`src/rtl/alu_pkg.sv`:
```
// alu_pkg: shared word width, types and opcode constants for the ALU.
package alu_pkg;
    localparam int WORD_W = 16;
    typedef logic [WORD_W-1:0] word_t;
    typedef logic [4:0] alu_op_t;
    localparam alu_op_t OP_ADD   = 5'b00000;
    localparam alu_op_t OP_SUB   = 5'b00001;
    localparam alu_op_t OP_AND   = 5'b00010;
    localparam alu_op_t OP_OR    = 5'b00011;
    localparam alu_op_t OP_XOR   = 5'b00100;
    localparam alu_op_t OP_NOT   = 5'b00101;
    localparam alu_op_t OP_NEG   = 5'b00110;
    localparam alu_op_t OP_SHL   = 5'b00111;
    localparam alu_op_t OP_SHR   = 5'b01000;
    localparam alu_op_t OP_SRA   = 5'b01001;
    localparam alu_op_t OP_ROL   = 5'b01010;
    localparam alu_op_t OP_SLT   = 5'b01011;
    localparam alu_op_t OP_SLTU  = 5'b01100;
    localparam alu_op_t OP_MUL   = 5'b01101;
    localparam alu_op_t OP_PASSX = 5'b01110;
    localparam alu_op_t OP_PASSY = 5'b01111;
    localparam alu_op_t OP_ANY   = 5'b10000;
endpackage

```
`src/rtl/alu_core.sv`:
```
// alu_core: combinational ALU datapath; one shared adder and one shared barrel shifter.
module alu_core #(
    parameter int WORD_W = alu_pkg::WORD_W
) (
    input  logic [4:0]        alu_op,
    input  logic [WORD_W-1:0] x,
    input  logic [WORD_W-1:0] y,
    output logic [WORD_W-1:0] result
);
    import alu_pkg::*;
    localparam int SH_W = $clog2(WORD_W);
    logic              w_sub;
    logic [WORD_W-1:0] w_a;
    logic [WORD_W-1:0] w_b;
    logic [WORD_W-1:0] w_sum;
    logic [WORD_W-1:0] w_mul;
    logic              w_left;
    logic              w_rol;
    logic              w_fill;
    logic [WORD_W-1:0] w_stg [SH_W+1];
    // SUB and NEG reuse the adder: a + ~b + 1, with a forced to 0 for NEG.
    assign w_sub  = (alu_op == OP_SUB) || (alu_op == OP_NEG);
    assign w_a    = (alu_op == OP_NEG) ? '0 : x;
    assign w_b    = (alu_op == OP_NEG) ? x : y;
    assign w_sum  = w_a + (w_sub ? ~w_b : w_b) + {{(WORD_W-1){1'b0}}, w_sub};
    assign w_mul  = x * y;
    assign w_left = (alu_op == OP_SHL) || (alu_op == OP_ROL);
    assign w_rol  = (alu_op == OP_ROL);
    assign w_fill = (alu_op == OP_SRA) & x[WORD_W-1];
    assign w_stg[0] = x;
    for (genvar k = 0; k < SH_W; k++) begin : g_sh
        localparam int N = 1 << k;
        logic [WORD_W-1:0] w_l;
        logic [WORD_W-1:0] w_r;
        assign w_l = {w_stg[k][WORD_W-N-1:0], w_rol ? w_stg[k][WORD_W-1:WORD_W-N] : {N{1'b0}}};
        assign w_r = {{N{w_fill}}, w_stg[k][WORD_W-1:N]};
        assign w_stg[k+1] = y[k] ? (w_left ? w_l : w_r) : w_stg[k];
    end
    always_comb begin
        result = '0;
        case (alu_op)
            OP_ADD, OP_SUB, OP_NEG:         result = w_sum;
            OP_AND:                         result = x & y;
            OP_OR:                          result = x | y;
            OP_XOR:                         result = x ^ y;
            OP_NOT:                         result = ~x;
            OP_SHL, OP_SHR, OP_SRA, OP_ROL: result = w_stg[SH_W];
            OP_SLT:                         result = {{(WORD_W-1){1'b0}}, $signed(x) < $signed(y)};
            OP_SLTU:                        result = {{(WORD_W-1){1'b0}}, x < y};
            OP_MUL:                         result = w_mul;
            OP_PASSX:                       result = x;
            OP_PASSY:                       result = y;
            OP_ANY:                         result = {{(WORD_W-1){1'b0}}, |x};
            default:                        result = '0;
        endcase
    end
endmodule

```
`src/rtl/alu.sv`:
```
// alu: registered ALU; the combinational core followed by one output register.
module alu #(
    parameter int WORD_W = alu_pkg::WORD_W
) (
    input  logic              clk,
    input  logic              rst_n,
    input  logic [4:0]        alu_op,
    input  logic [WORD_W-1:0] x,
    input  logic [WORD_W-1:0] y,
    output logic [WORD_W-1:0] z
);
    logic [WORD_W-1:0] w_result;
    logic [WORD_W-1:0] r_z;
    alu_core #(.WORD_W(WORD_W)) u_core (
        .alu_op (alu_op),
        .x      (x),
        .y      (y),
        .result (w_result)
    );
    always_ff @(posedge clk or negedge rst_n) begin
        if (!rst_n) r_z <= '0;
        else        r_z <= w_result;
    end
    assign z = r_z;
endmodule

```
`config.mk`:
```
export PLATFORM = sky130hd
export DESIGN_NAME = alu
export DESIGN_NICKNAME = d
export VERILOG_FILES = /design/src/rtl/alu_pkg.sv /design/src/rtl/alu_core.sv /design/src/rtl/alu.sv
export SDC_FILE = /design/constraint.sdc
export NUM_CORES = 1
export LEC_CHECK = 0
export CORE_MARGIN = 2
export CORE_UTILIZATION = 55
export CTS_BUF_LIST = sky130_fd_sc_hd__clkbuf_16
export CTS_CLUSTER_SIZE = 25
export DETAILED_ROUTE_END_ITERATION = 12
export PLACE_DENSITY = 0.71
export SYNTH_ARGS = -nofsm -noshare
export SYNTH_HDL_FRONTEND = slang
export SYNTH_SLANG_ARGS = --single-unit
```
`constraint.sdc`:
```
create_clock -name clk -period 0.8 [get_ports clk]
set_input_delay 0.12 -clock clk [delete_from_list [all_inputs] [get_ports clk]]
set_output_delay 0.12 -clock clk [all_outputs]
set_load 0.005 [all_outputs]
```
==> results of run 1 <==
cell families after synthesis:
| family | Yosys count | synth area share (%) |
|---|---|---|
| muxes | 21 | 3.12 |
| adders and majority gates | 192 | 34.2 |
| AOI/OAI and AO/OA | 277 | 21.3 |
| and+or+nand+nor | 400 | 20.3 |
| xor gates and xnor gates | 62 | 6.17 |
| buffers and inverters | 238 | 10.4 |
| DFF | 16 | 4.55 |
through the flow:
stage | worst slack [ns] | hold slack, ns | utilization [%] | TNS, ns | instance area (um2)
after floorplan | -3.91 | -0.176 | - | -45.51 | 9470
after global placement | -4.73 | 0.467 | 77.4 | -63.67 | 12200
after detailed placement | -5.04 | 0.484 | 77.4 | -65.96 | 12200
after CTS | -4.27 | 0.227 | 85.7 | -52.63 | 13500
timing repair:
item,4_1_cts
setup buffers,57
cloned,4
endpoints found under the setup margin,32
pin swaps,106
gates resized for setup,360
metal layers:
metal	track usage (%)	GRT overflow
met1	78.9	2
met3	65.5	1
met2	92.9	42
met4	77.3	50
met5	44.1	0
==> results by group, run 1 <==
Placed design
  – Routability cong.: around 1.1
  – Port Buffers: 54
  – Placed Cells: between 1500 and 2000
  – DP Wirelength: 32900 um

Outcome
  – Status: stopped before the end
  – Err: [ERROR GRT-0232] Routing congestion too high. Check the congestion heatmap in the GUI.
  – Last step reached: 5_1_grt

Global routing
  – Pin count of the biggest net entering global routing: 28
  – Final global-route overflow total: 95
  – GRT Total Usage: 78.7%

Logic synthesis
  – Most common cell in the netlist: inv_1
  – Distinct cells, synth: between 70 and 80
  – EDFF count, synth: 0
  – Asr flop ratio synth: 100%
  – Register area share after synthesis: under 10%
  – Most frequent cells after synthesis: 153 x inv_1, 148 x nor2_1, 140 x nand2_1, 111 x ha_1, 81 x fa_1
  – Synth Instances: approximately 1200
  – Synth area leader: fa_1
  – Post-Synthesis Cell Area: about 8800 um2
  – Synth Register Bits: 16
  – Top cell type's share of synthesized area: 18.4%
  – Synthesized Nets: 1437
  – Syn avg cell area: 7.29 um2
  – Top FF cell, synth: dfrtp_1
  – Syn. warnings: 0
  – Top area cells in the synthesized netlist: fa_1 18%, ha_1 16%, inv_1 6.5%, nor2_1 6.3%, nand2_1 6.0%

Clock tree
  – CTS hold repair buffers: 0
  – Cts bufs inserted: 3
  – CTS max path bufs: 2
  – H-tree depth: 1
  – CTS Root Cell: clkbuf_16
  – Clock tree sinks: 16

Floorplanning
  – Die span in y: 130 um
  – Num rows: 46
  – Top-Level Pins: 55
  – Initial core utilization: 55.8%
  – Die X: ~130 um

Timing
  – Worst_ep grt: z[13]$_DFF_PN0_/D
  – Worst endpoint pin kind: register data pin
==> inputs of run 2 (changes only) <==
--- a/config.mk
+++ b/config.mk
@@ -6,11 +6,9 @@
 export NUM_CORES = 1
 export LEC_CHECK = 0
 export CORE_MARGIN = 2
-export CORE_UTILIZATION = 55
-export CTS_BUF_LIST = sky130_fd_sc_hd__clkbuf_16
-export CTS_CLUSTER_SIZE = 25
+export CORE_UTILIZATION = 40
 export DETAILED_ROUTE_END_ITERATION = 12
-export PLACE_DENSITY = 0.71
+export PLACE_DENSITY_LB_ADDON = 0.15
 export SYNTH_ARGS = -nofsm -noshare
 export SYNTH_HDL_FRONTEND = slang
 export SYNTH_SLANG_ARGS = --single-unit
==> run 2 against run 1 <==
Compared with the run above: the flow now finishes, with violations (setup timing); synthesized cell count unchanged; area after synthesis unchanged.
==> results by group, run 2 <==
Outcome
  – Status: finished, violations left
  – Failing checks: setup timing

Finish
  – Commonest cells after routing, fill and taps aside: 323 x buf_4, 123 x nand2_1, 119 x inv_1
  – Fin area: 14600 um2
  – Final core utilization: 67.4%
  – Share of layout cells above drive strength 1: 43.9%
  – Fill cells: 1803
  – Max reg flops: 16
  – Commonest non-fill, non-tap cell in the layout: buf_4
  – FF+latch area: 400 um2
  – P&R area growth vs syn: 66.3%
  – NumNets Final: 1836
  – Multi-input logic area: 8860 um2

Floorplanning
  – Num rows: 54 (+17%)
  – Die X: 152 um (+17%)
  – Initial core utilization: 40.6% (-15 points)
  – Die ar.: 23200 um2
  – Top-Level Pins: 55 (unchanged)
  – Total core area: 21700 um2
  – Die span in y: 152 um (+17%)

Placed design
  – Pre-CTS WS: -4.87 ns (+0.171 ns)
  – Port Buffers: 54 (unchanged)
  – DP Area: 12400 um2 (+1.5%)
  – Routability cong.: 0.997 (-6.1%)
  – DP Wirelength: 32200 um (-2.2%)

Logic synthesis
  – Area fraction in compound gates after synthesis: 21.3% (unchanged)
  – Synth Instances: 1206 (unchanged)
  – Distinct cells, synth: 76 (unchanged)
  – Largest family of logic cells by synthesized area: adder cells
  – EDFF count, synth: 0 (unchanged)
  – Synth area leader: fa_1
  – Top FF cell, synth: dfrtp_1
  – Asr flop ratio synth: 100% (unchanged)
  – Post-Synthesis Cell Area: 8800 um2 (unchanged)
  – Syn. warnings: 0 (unchanged)
  – Top cell type's share of synthesized area: 18.4% (unchanged)
  – Synth Register Bits: 16 (unchanged)
  – Register area share after synthesis: 4.55% (unchanged)
  – Top area cells in the synthesized netlist: fa_1 18%, ha_1 16%, inv_1 6.5%, nor2_1 6.3%, nand2_1 6.0%
  – Post-synthesis mux area share: 3.12% (unchanged)
  – Simple-Gate Fraction of Synth Area: 20.3% (unchanged)
  – Most frequent cells after synthesis: 153 x inv_1, 148 x nor2_1, 140 x nand2_1, 111 x ha_1, 81 x fa_1
  – Most common cell in the netlist: inv_1
  – Syn avg cell area: 7.29 um2 (unchanged)
  – Post-Synth Adder-Cell Area: 34.2% (unchanged)
  – Synthesized Nets: 1437 (unchanged)
  – Post-synthesis xor/xnor area fraction: 6.17% (unchanged)

Timing
  – Final setup viols: 32
  – Unrepaired setup endpoints after global routing: true
  – Worst-margin pin slew: 0.467 ns
  – Peak Freq: 204 MHz
  – Fin. Hold Viols: 0
  – Final WS setup: -4.10 ns
  – Final Max Tran Viols: 0
  – Fin crit share: 612%
  – Tmin final: 4.90 ns
  – Slew HR: 68.1%
  – Hold Slack: 0.201 ns

Setup path
  – Crit. End Element: flip-flop
  – Critical-path maximum fanout: 4
  – Most used cell, CP: fa_1
  – Slowest cell on crit path: fa_1
  – CP cell instances: buf_8, buf_6, inv_8, buf_6, nor2_4, fa_1, inv_2, fa_1, fa_2, fa_1, inv_1, fa_1, inv_1, fa_1, inv_2, ha_4, o21a_1, nor2_1, a21oi_2, mux2i_1, o211ai_1, a211oi_2, o311ai_1
  – Critical Path Start Type: primary input
  – Worst path max stage delay: ~0.55 ns
  – Crit Path Class: primary input to flip-flop
  – CP Data Required Time: 0.92 ns
  – WP data arrival: 5.02 ns

Pwr
  – Cell Pwr Density: 2320 nW/um2
  – Worst vdd ir: ~3000 uV
  – Leakage dissipation: 6.82 nW

Run
  – Max-cap violations: 0

Clock tree
  – CTS max path bufs: 2 (unchanged)
  – CTS Root Cell: clkbuf_16
  – Cts bufs inserted: 3 (unchanged)
  – Reg clk slew, reported paths: approximately 0.05 ns
  – Clock tree sinks: 16 (unchanged)
  – H-tree depth: 1 (unchanged)
  – CTS tree: done

Drt
  – Via count: 10796
  – Post-Route WL: ~43000 um
  – Initial DRC Count: approximately 1000
  – Post-route ant nets: 0
  – DRC Markers: 0
  – Total iterations of the first detailed-routing run: 6
  – Avg Vias per Cell: between 5 and 6
  – DR WL/cell: 22.6 um

Global routing
  – Final global-route overflow total: 0
  – GRT Total Usage: 35.4%
  – First-pass GRT wire length: between 60000 and 70000 um
  – Vias in the first global route: 10955
  – Pin count of the biggest net entering global routing: 27
  – Antenna violations before repair: 1

Hold path
  – Hold crit path type: primary input to asynchronous set/reset pin
-- run 2: repair_timing --
action | CTS | global route
setup endpoints to repair | 32 | 32
gates cloned | 4 | 0
pin swaps | 142 | 105
resized for setup | 442 | 115
setup buffers | 66 | 30
hold buffers | 0 | 0
-- run 2: metrics by stage --
stage                     std cells  total power (W)  setup TNS (ns)
final                          1884           0.0340          -50.65
after floorplan                1206           0.0168          -45.51
after global routing           1883           0.0364          -52.68
after global placement         1798           0.0252          -64.58
after detailed placement       1798           0.0255          -65.24
after CTS                      1864           0.0320          -51.17
-- run 2: layout make-up --
cell class                      instances  share of cell area (%)
Timing Repair Buffer                  469                    28.9
Inverter                              163                    4.86
Tap cell                              280                    2.40
Multi-Input combinational cell        952                    60.6
Antenna cell                            1                  0.0171
Clock buffer                            3                   0.513
Sequential cell                        16                    2.74
-- run 2: power breakdown --
part           leakage [nW]  internal, W  total, W  switching, W
Combinational          6.58       0.0157    0.0320        0.0164
Sequential            0.205     0.000955  0.000990     0.0000344
Clock                0.0370     0.000657  0.000977      0.000320
Total                  6.82       0.0173    0.0340        0.0167
-- run 2: logic make-up after synthesis --
logic type	count (synthesis)
xor gates and xnor gates	62
AOI/OAI and AO/OA	277
adders and majority gates	192
muxes	21
DFF	16
buffers and inverters	238
and+or+nand+nor	400
-- run 2: metal layers --
layer	part of all wire (%)	routed length (um)	vias up	global-route usage, %
met5	0	0	-	0
met2	44	18800	589	55.5
met3	10	4410	113	8.67
met1	41	17300	5188	47.3
met4	4.7	2000	0	13.3
li1	-	-	4906	-
-- run 2: path summary, 6_finish.rpt --
check	to	startpoint	slack [ns]
max in group asynchronous	z[8]$_DFF_PN0_	rst_n	0.48
min	z[10]$_DFF_PN0_	rst_n	0.20
min in group clk	z[7]$_DFF_PN0_	y[7]	0.62
max	z[13]$_DFF_PN0_	x[6]	-4.10
-- run 2: worst max-delay path: cells and delay by family --
| family | cells | cell delay (ns) |
|---|---|---|
| AND/OR/NAND/NOR | 2 | 0.07 |
| multiplexers | 1 | 0.22 |
| buffers and inverters | 8 | 0.58 |
| adder cells (fa/ha/maj) | 7 | 3.18 |
| AO/OA/AOI/OAI | 5 | 0.84 |
Power figures use the tool's default switching activity.
==> inputs of run 3 (changes only) <==
--- a/config.mk
+++ b/config.mk
@@ -7,6 +7,7 @@
 export LEC_CHECK = 0
 export CORE_MARGIN = 2
 export CORE_UTILIZATION = 40
+export CTS_CLUSTER_DIAMETER = 80
 export DETAILED_ROUTE_END_ITERATION = 12
 export PLACE_DENSITY_LB_ADDON = 0.15
 export SYNTH_ARGS = -nofsm -noshare
==> results of run 3 <==
Final layout, timing and power as in run 2 (identical DEF).
==> inputs of run 4 (changes only) <==
--- a/config.mk
+++ b/config.mk
@@ -10,6 +10,8 @@
 export CTS_CLUSTER_DIAMETER = 80
 export DETAILED_ROUTE_END_ITERATION = 12
 export PLACE_DENSITY_LB_ADDON = 0.15
+export REMOVE_ABC_BUFFERS = 1
 export SYNTH_ARGS = -nofsm -noshare
 export SYNTH_HDL_FRONTEND = slang
 export SYNTH_SLANG_ARGS = --single-unit
+export TNS_END_PERCENT = 1
==> run 4 against run 3 <==
Compared with the run above: the run still ends with setup timing left; flip-flop and latch count did not move; clock power rose by 8%; sequential power barely moved; critical endpoint unchanged; worst setup slack got worse by 0.072 ns; first-iteration DRC count rose by 0.96%; non-clock buffer count fell by 59; final cell count fell by 3.1%; via count fell by 4.2%.
==> results by group, run 4 (synthesized netlist as in run 2, its figures left out) <==
Outcome
  – Status: finished, violations left
  – Failing checks: setup timing

Finish
  – FF+latch area: 400 um2 (unchanged)
  – Share of layout cells above drive strength 1: 31.8% (-12 points)
  – Commonest cells after routing, fill and taps aside: 330 x buf_4, 142 x inv_1, 138 x nand2_1
  – NumNets Final: 1777 (-3.2%)
  – Antenna cells: 0 (-1)
  – Final core utilization: 58.2% (-9.2 points)
  – Max reg flops: 16 (unchanged)
  – P&R area growth vs syn: 43.5%
  – Commonest non-fill, non-tap cell in the layout: buf_4
  – Fin area: 12600 um2 (-14%)
  – Fill cells: 2095 (+16%)
  – Non-filler cells, final: 1825 (-3.1%)
  – Multi-input logic area: 7890 um2 (-11%)

Clock tree
  – CTS tree: done
  – Clock tree sinks: 16 (unchanged)
  – CTS Root Cell: clkbuf_16
  – Cts bufs inserted: 3 (unchanged)
  – H-tree depth: 1 (unchanged)
  – Reg clk slew, reported paths: 0.05 ns (about the same)
  – CTS max path bufs: 2 (unchanged)

Drt
  – DRC Markers: 0 (unchanged)
  – Post-route ant nets: 0 (unchanged)
  – Total iterations of the first detailed-routing run: 5 (-1)
  – Via count: 10342 (-4.2%)
  – Initial DRC Count: 1050 (+0.96%)
  – DR WL/cell: 21.9 um (-3.1%)
  – Avg Vias per Cell: 5.67 (-1.1%)
  – Post-Route WL: 39900 um (-6.1%)

Timing
  – Unrepaired setup endpoints after global routing: true
  – Slew HR: 59.9% (-8.1 points)
  – Worst-margin pin slew: 0.597 ns (+0.130 ns)
  – Tmin final: 4.97 ns (+0.0723 ns)
  – Fin crit share: 622% (+9.0 points)
  – Final Max Tran Viols: 0 (unchanged)
  – Fin. Hold Viols: 0 (unchanged)
  – Final setup viols: 32 (unchanged)
  – Peak Freq: 201 MHz (-1.5%)
  – Final WS setup: -4.17 ns (-0.0723 ns)
  – Setup TNS: -54.74 ns (-4.09 ns)

Global routing
  – Pin count of the biggest net entering global routing: 30 (+11%)
  – Antenna violations before repair: 0 (-1)
  – First-pass GRT wire length: 61400 um (-3.6%)
  – GRT Total Usage: 34.1% (-1.3 points)
  – Final global-route overflow total: 0 (unchanged)
  – Vias in the first global route: 10233 (-6.6%)

Setup path
  – Worst path max stage delay: 0.54 ns (about the same)
  – WP data arrival: 5.09 ns (+0.07 ns)
  – Crit. End Element: flip-flop
  – Critical Path Start Type: primary input
  – Slowest cell on crit path: fa_1
  – Most used cell, CP: fa_1
  – Setup crit end: z[13]$_DFF_PN0_
  – Critical-path maximum fanout: 5 (+1)
  – CP cell instances: dlygate4sd2_1, nand2_2, fa_1, fa_1, inv_2, fa_1, fa_1, fa_1, inv_1, fa_1, inv_2, ha_4, nor2_1, mux2i_1, o21ai_1, a221oi_1, o211ai_1, a211oi_2, o311ai_1
  – Crit Path Class: primary input to flip-flop
  – Crit path launch: x[11]
  – CP Data Required Time: 0.91 ns (about the same)

Pwr
  – Overall Power: 0.0276 W (-19%)
  – Cell Pwr Density: 2190 nW/um2 (-5.8%)
  – Leakage dissipation: 6.18 nW (-9.4%)
  – Worst vdd ir: 2960 uV (+0.57%)

Floorplanning
  – Total core area: 21700 um2 (unchanged)
  – Num rows: 54 (unchanged)
  – Die span in y: 152 um (unchanged)
  – Die ar.: 23200 um2 (unchanged)
  – Die X: 152 um (unchanged)
  – Top-Level Pins: 55 (unchanged)
  – Initial core utilization: 40.6% (unchanged)

Placed design
  – DP Area: 12000 um2 (-2.8%)
  – Routability cong.: 1.07 (+6.8%)
  – DP Wirelength: 33300 um (+3.4%)
  – Port Buffers: 54 (unchanged)
  – Placed Cells: 1808 (+0.56%)

Run
  – Max-cap violations: 0 (unchanged)

Hold path
  – Hold crit path type: primary input to asynchronous set/reset pin
run 4: layer usage:
metal  wire length [um]  track usage, %  vias to the layer above
met4               1930            13.1                        0
met3               3420            3.30                       97
met2              17600            54.1                      500
met1              17000            48.1                     4972
li1                   -               -                     4773
met5                  0               0                        -
run 4: power by group:
| group | switching [W] | internal, W |
|---|---|---|
| Clock | 0.000306 | 0.000759 |
| Sequential | 0.0000609 | 0.000960 |
| Combinational | 0.0133 | 0.0122 |
| Total | 0.0137 | 0.0139 |
run 4: worst max-delay path: cells and delay by family:
family	cells	cell delay [ns]
muxes	1	0.14
adders and majority gates	7	3.24
buffers and inverters	4	0.57
and+or+nand+nor	2	0.14
AOI/OAI and AO/OA	5	0.87
run 4: worst min path at each step:
stage / startpoint / end
2_1_floorplan: rst_n / z[0]$_DFF_PN0_
3_3_place_gp: rst_n / z[8]$_DFF_PN0_
3_5_place_dp: rst_n / z[2]$_DFF_PN0_
4_1_cts: rst_n / z[4]$_DFF_PN0_
5_1_grt: rst_n / z[4]$_DFF_PN0_
6_report: rst_n / z[11]$_DFF_PN0_
run 4: layout make-up:
type	instances	share of cell area, %
flip-flops and latches	16	3.17
inverters	163	5.00
multi-input cells	952	62.5
well taps	280	2.78
repair buffers	410	25.9
clock buffers	4	0.704
run 4: repair_timing:
item                       in CTS  in global routing
pin swaps                      45                 20
hold buffers                    0                  0
gates resized for setup       206                 44
buffers inserted               12                  1
setup endpoints to repair      32                 32
run 4: metrics by stage:
stage	hold WS (ns)	setup slack (ns)
final	0.207	-4.17
after global routing	0.220	-4.32
after CTS	0.209	-4.16
after detailed placement	0.473	-5.05
after global placement	0.468	-5.03
after floorplan	-0.176	-4.27
==> edit (flow settings as in run 2) <==
Change the package constant `WORD_W` from 16 to 8.
--- a/src/rtl/alu_pkg.sv
+++ b/src/rtl/alu_pkg.sv
@@ -1,6 +1,6 @@
 // alu_pkg: shared word width, types and opcode constants for the ALU.
 package alu_pkg;
-    localparam int WORD_W = 16;
+    localparam int WORD_W = 8;
     typedef logic [WORD_W-1:0] word_t;
     typedef logic [4:0] alu_op_t;
     localparam alu_op_t OP_ADD   = 5'b00000;
Ports: changed (resized x, y and z); port bits go from 55 to 31. The function was not compared with the original's and may differ.
==> edit against run 2 <==
Setup slack better by 1.7 ns; critical path depth down 7; wire length down 67%; global-route usage down 3.6 points; the run still ends with setup timing left; synthesized area down 63%; power down 85%; final area down 63%; sequential cell count down 8; non-clock buffer count down 274; utilization up 2.7 points; maximum frequency up 52%.
==> edit: results (changes against run 2) <==
- Sorting the synthesized cells by area gives the leading types as ha_1, fa_1, dfrtp_1.
- The DRC marker count from the first detailed-route iteration is 453 (-56%).
- The maximum number of pins on one net before global-route repair is 18 (-33%).
- The number of nets in the layout is 701 (-62%).
- The flow ran to the end, but the final reports show violations.
- The fraction of the mapped netlist area in compound gates is 27.83% (+6.6 points).
- The pre-CTS setup slack is -3.210 ns (+1.661 ns).
- The xor and xnor area share after synthesis was 7.551% (+1.4 points).
- The placed wire-length estimate after detailed placement is 10.30 mm (-68%).
- The data arrival time of the critical path is 3.30 ns (-1.72 ns).
- The post-synthesis cell type count is 69 (-9.2%).
- The count of vias placed by the detailed router is 4194 (-61%).
- The standby leakage power was 2.512 nW (-63%).
- The slew at the pin closest to its max-slew limit is 0.6722 ns (+0.2053 ns).
- The count of endpoints failing setup in the final report is 16 (-50%).
- The final worst slack came to -2.420 ns (+1.680 ns).
- The register area share after synthesis was 6.133% (+1.6 points).
- The placed instance area is 4706 µm² (-62%).
- The buffer type at the clock tree root is clkbuf_8.
- The initial antenna violation count is 0 (-1).
- The total wire length after detailed routing is 14.08 mm (-67%).
- The global-route total usage across every layer is 31.82% (-3.6 points).
- The post-synthesis average cell area came to 7.287 µm² (about the same).
- The adder-cell share of the synthesized area is 25.60% (-8.6 points).
- The final reports fail on setup timing.
- The number of buffers inserted by port buffering is 30 (-44%).
- The first-pass detailed-route iteration total was 7 (+1).
- The number of flip-flops under the largest register name is 8 (-8).
- The number of cells in the design after placement is 686 (-62%).
-- edit: logic make-up after synthesis --
| logic type | count (synthesis) |
|---|---|
| and+or+nand+nor | 155 |
| DFF | 8 |
| buffers and inverters | 73 |
| AOI/OAI and AO/OA | 125 |
| xor gates and xnor gates | 25 |
| muxes | 3 |
| adders and majority gates | 59 |
-- edit: final timing paths --
path	from	to	slack, ns
max	y[3]	z[7]$_DFF_PN0_	-2.42
min in group clk	y[2]	z[2]$_DFF_PN0_	0.35
max in group asynchronous	rst_n	z[4]$_DFF_PN0_	0.39
min	rst_n	z[6]$_DFF_PN0_	0.16
-- edit: area by class of cell --
class	count	area (µm²)	area share (%)
multi-input combinational	367	3303	60.32
timing repair buffer	195	1598	29.18
inverter	44	206.4	3.770
sequential	8	200.2	3.655
tap	102	127.6	2.330
clock buffer	3	41.29	0.7539
-- edit: power groups by stage --
stage	Sequential, mW	Clock (mW)	Combinational [mW]
after floorplan	0.487	0	2.00
after global placement	0.479	0	3.36
after detailed placement	0.480	0	3.41
after CTS	0.472	0.478	3.77
after global routing	0.476	0.500	4.32
final	0.471	0.481	4.03
-- edit: metal layers --
metal / vias to the layer above / global-route usage, % / share of wire [%]
met5: - / 0 / 0
met4: 0 / 12.32 / 4.4
met3: 55 / 5.108 / 8.6
met2: 246 / 51.79 / 46
met1: 1963 / 42.28 / 41
li1: 1930 / - / -
-- edit: what timing repair did --
| action | CTS | global route |
|---|---|---|
| gates cloned | 0 | 0 |
| gates resized for setup | 198 | 43 |
| pin swaps | 56 | 40 |
| buffers inserted | 26 | 7 |
| endpoints found under the setup margin | 16 | 16 |
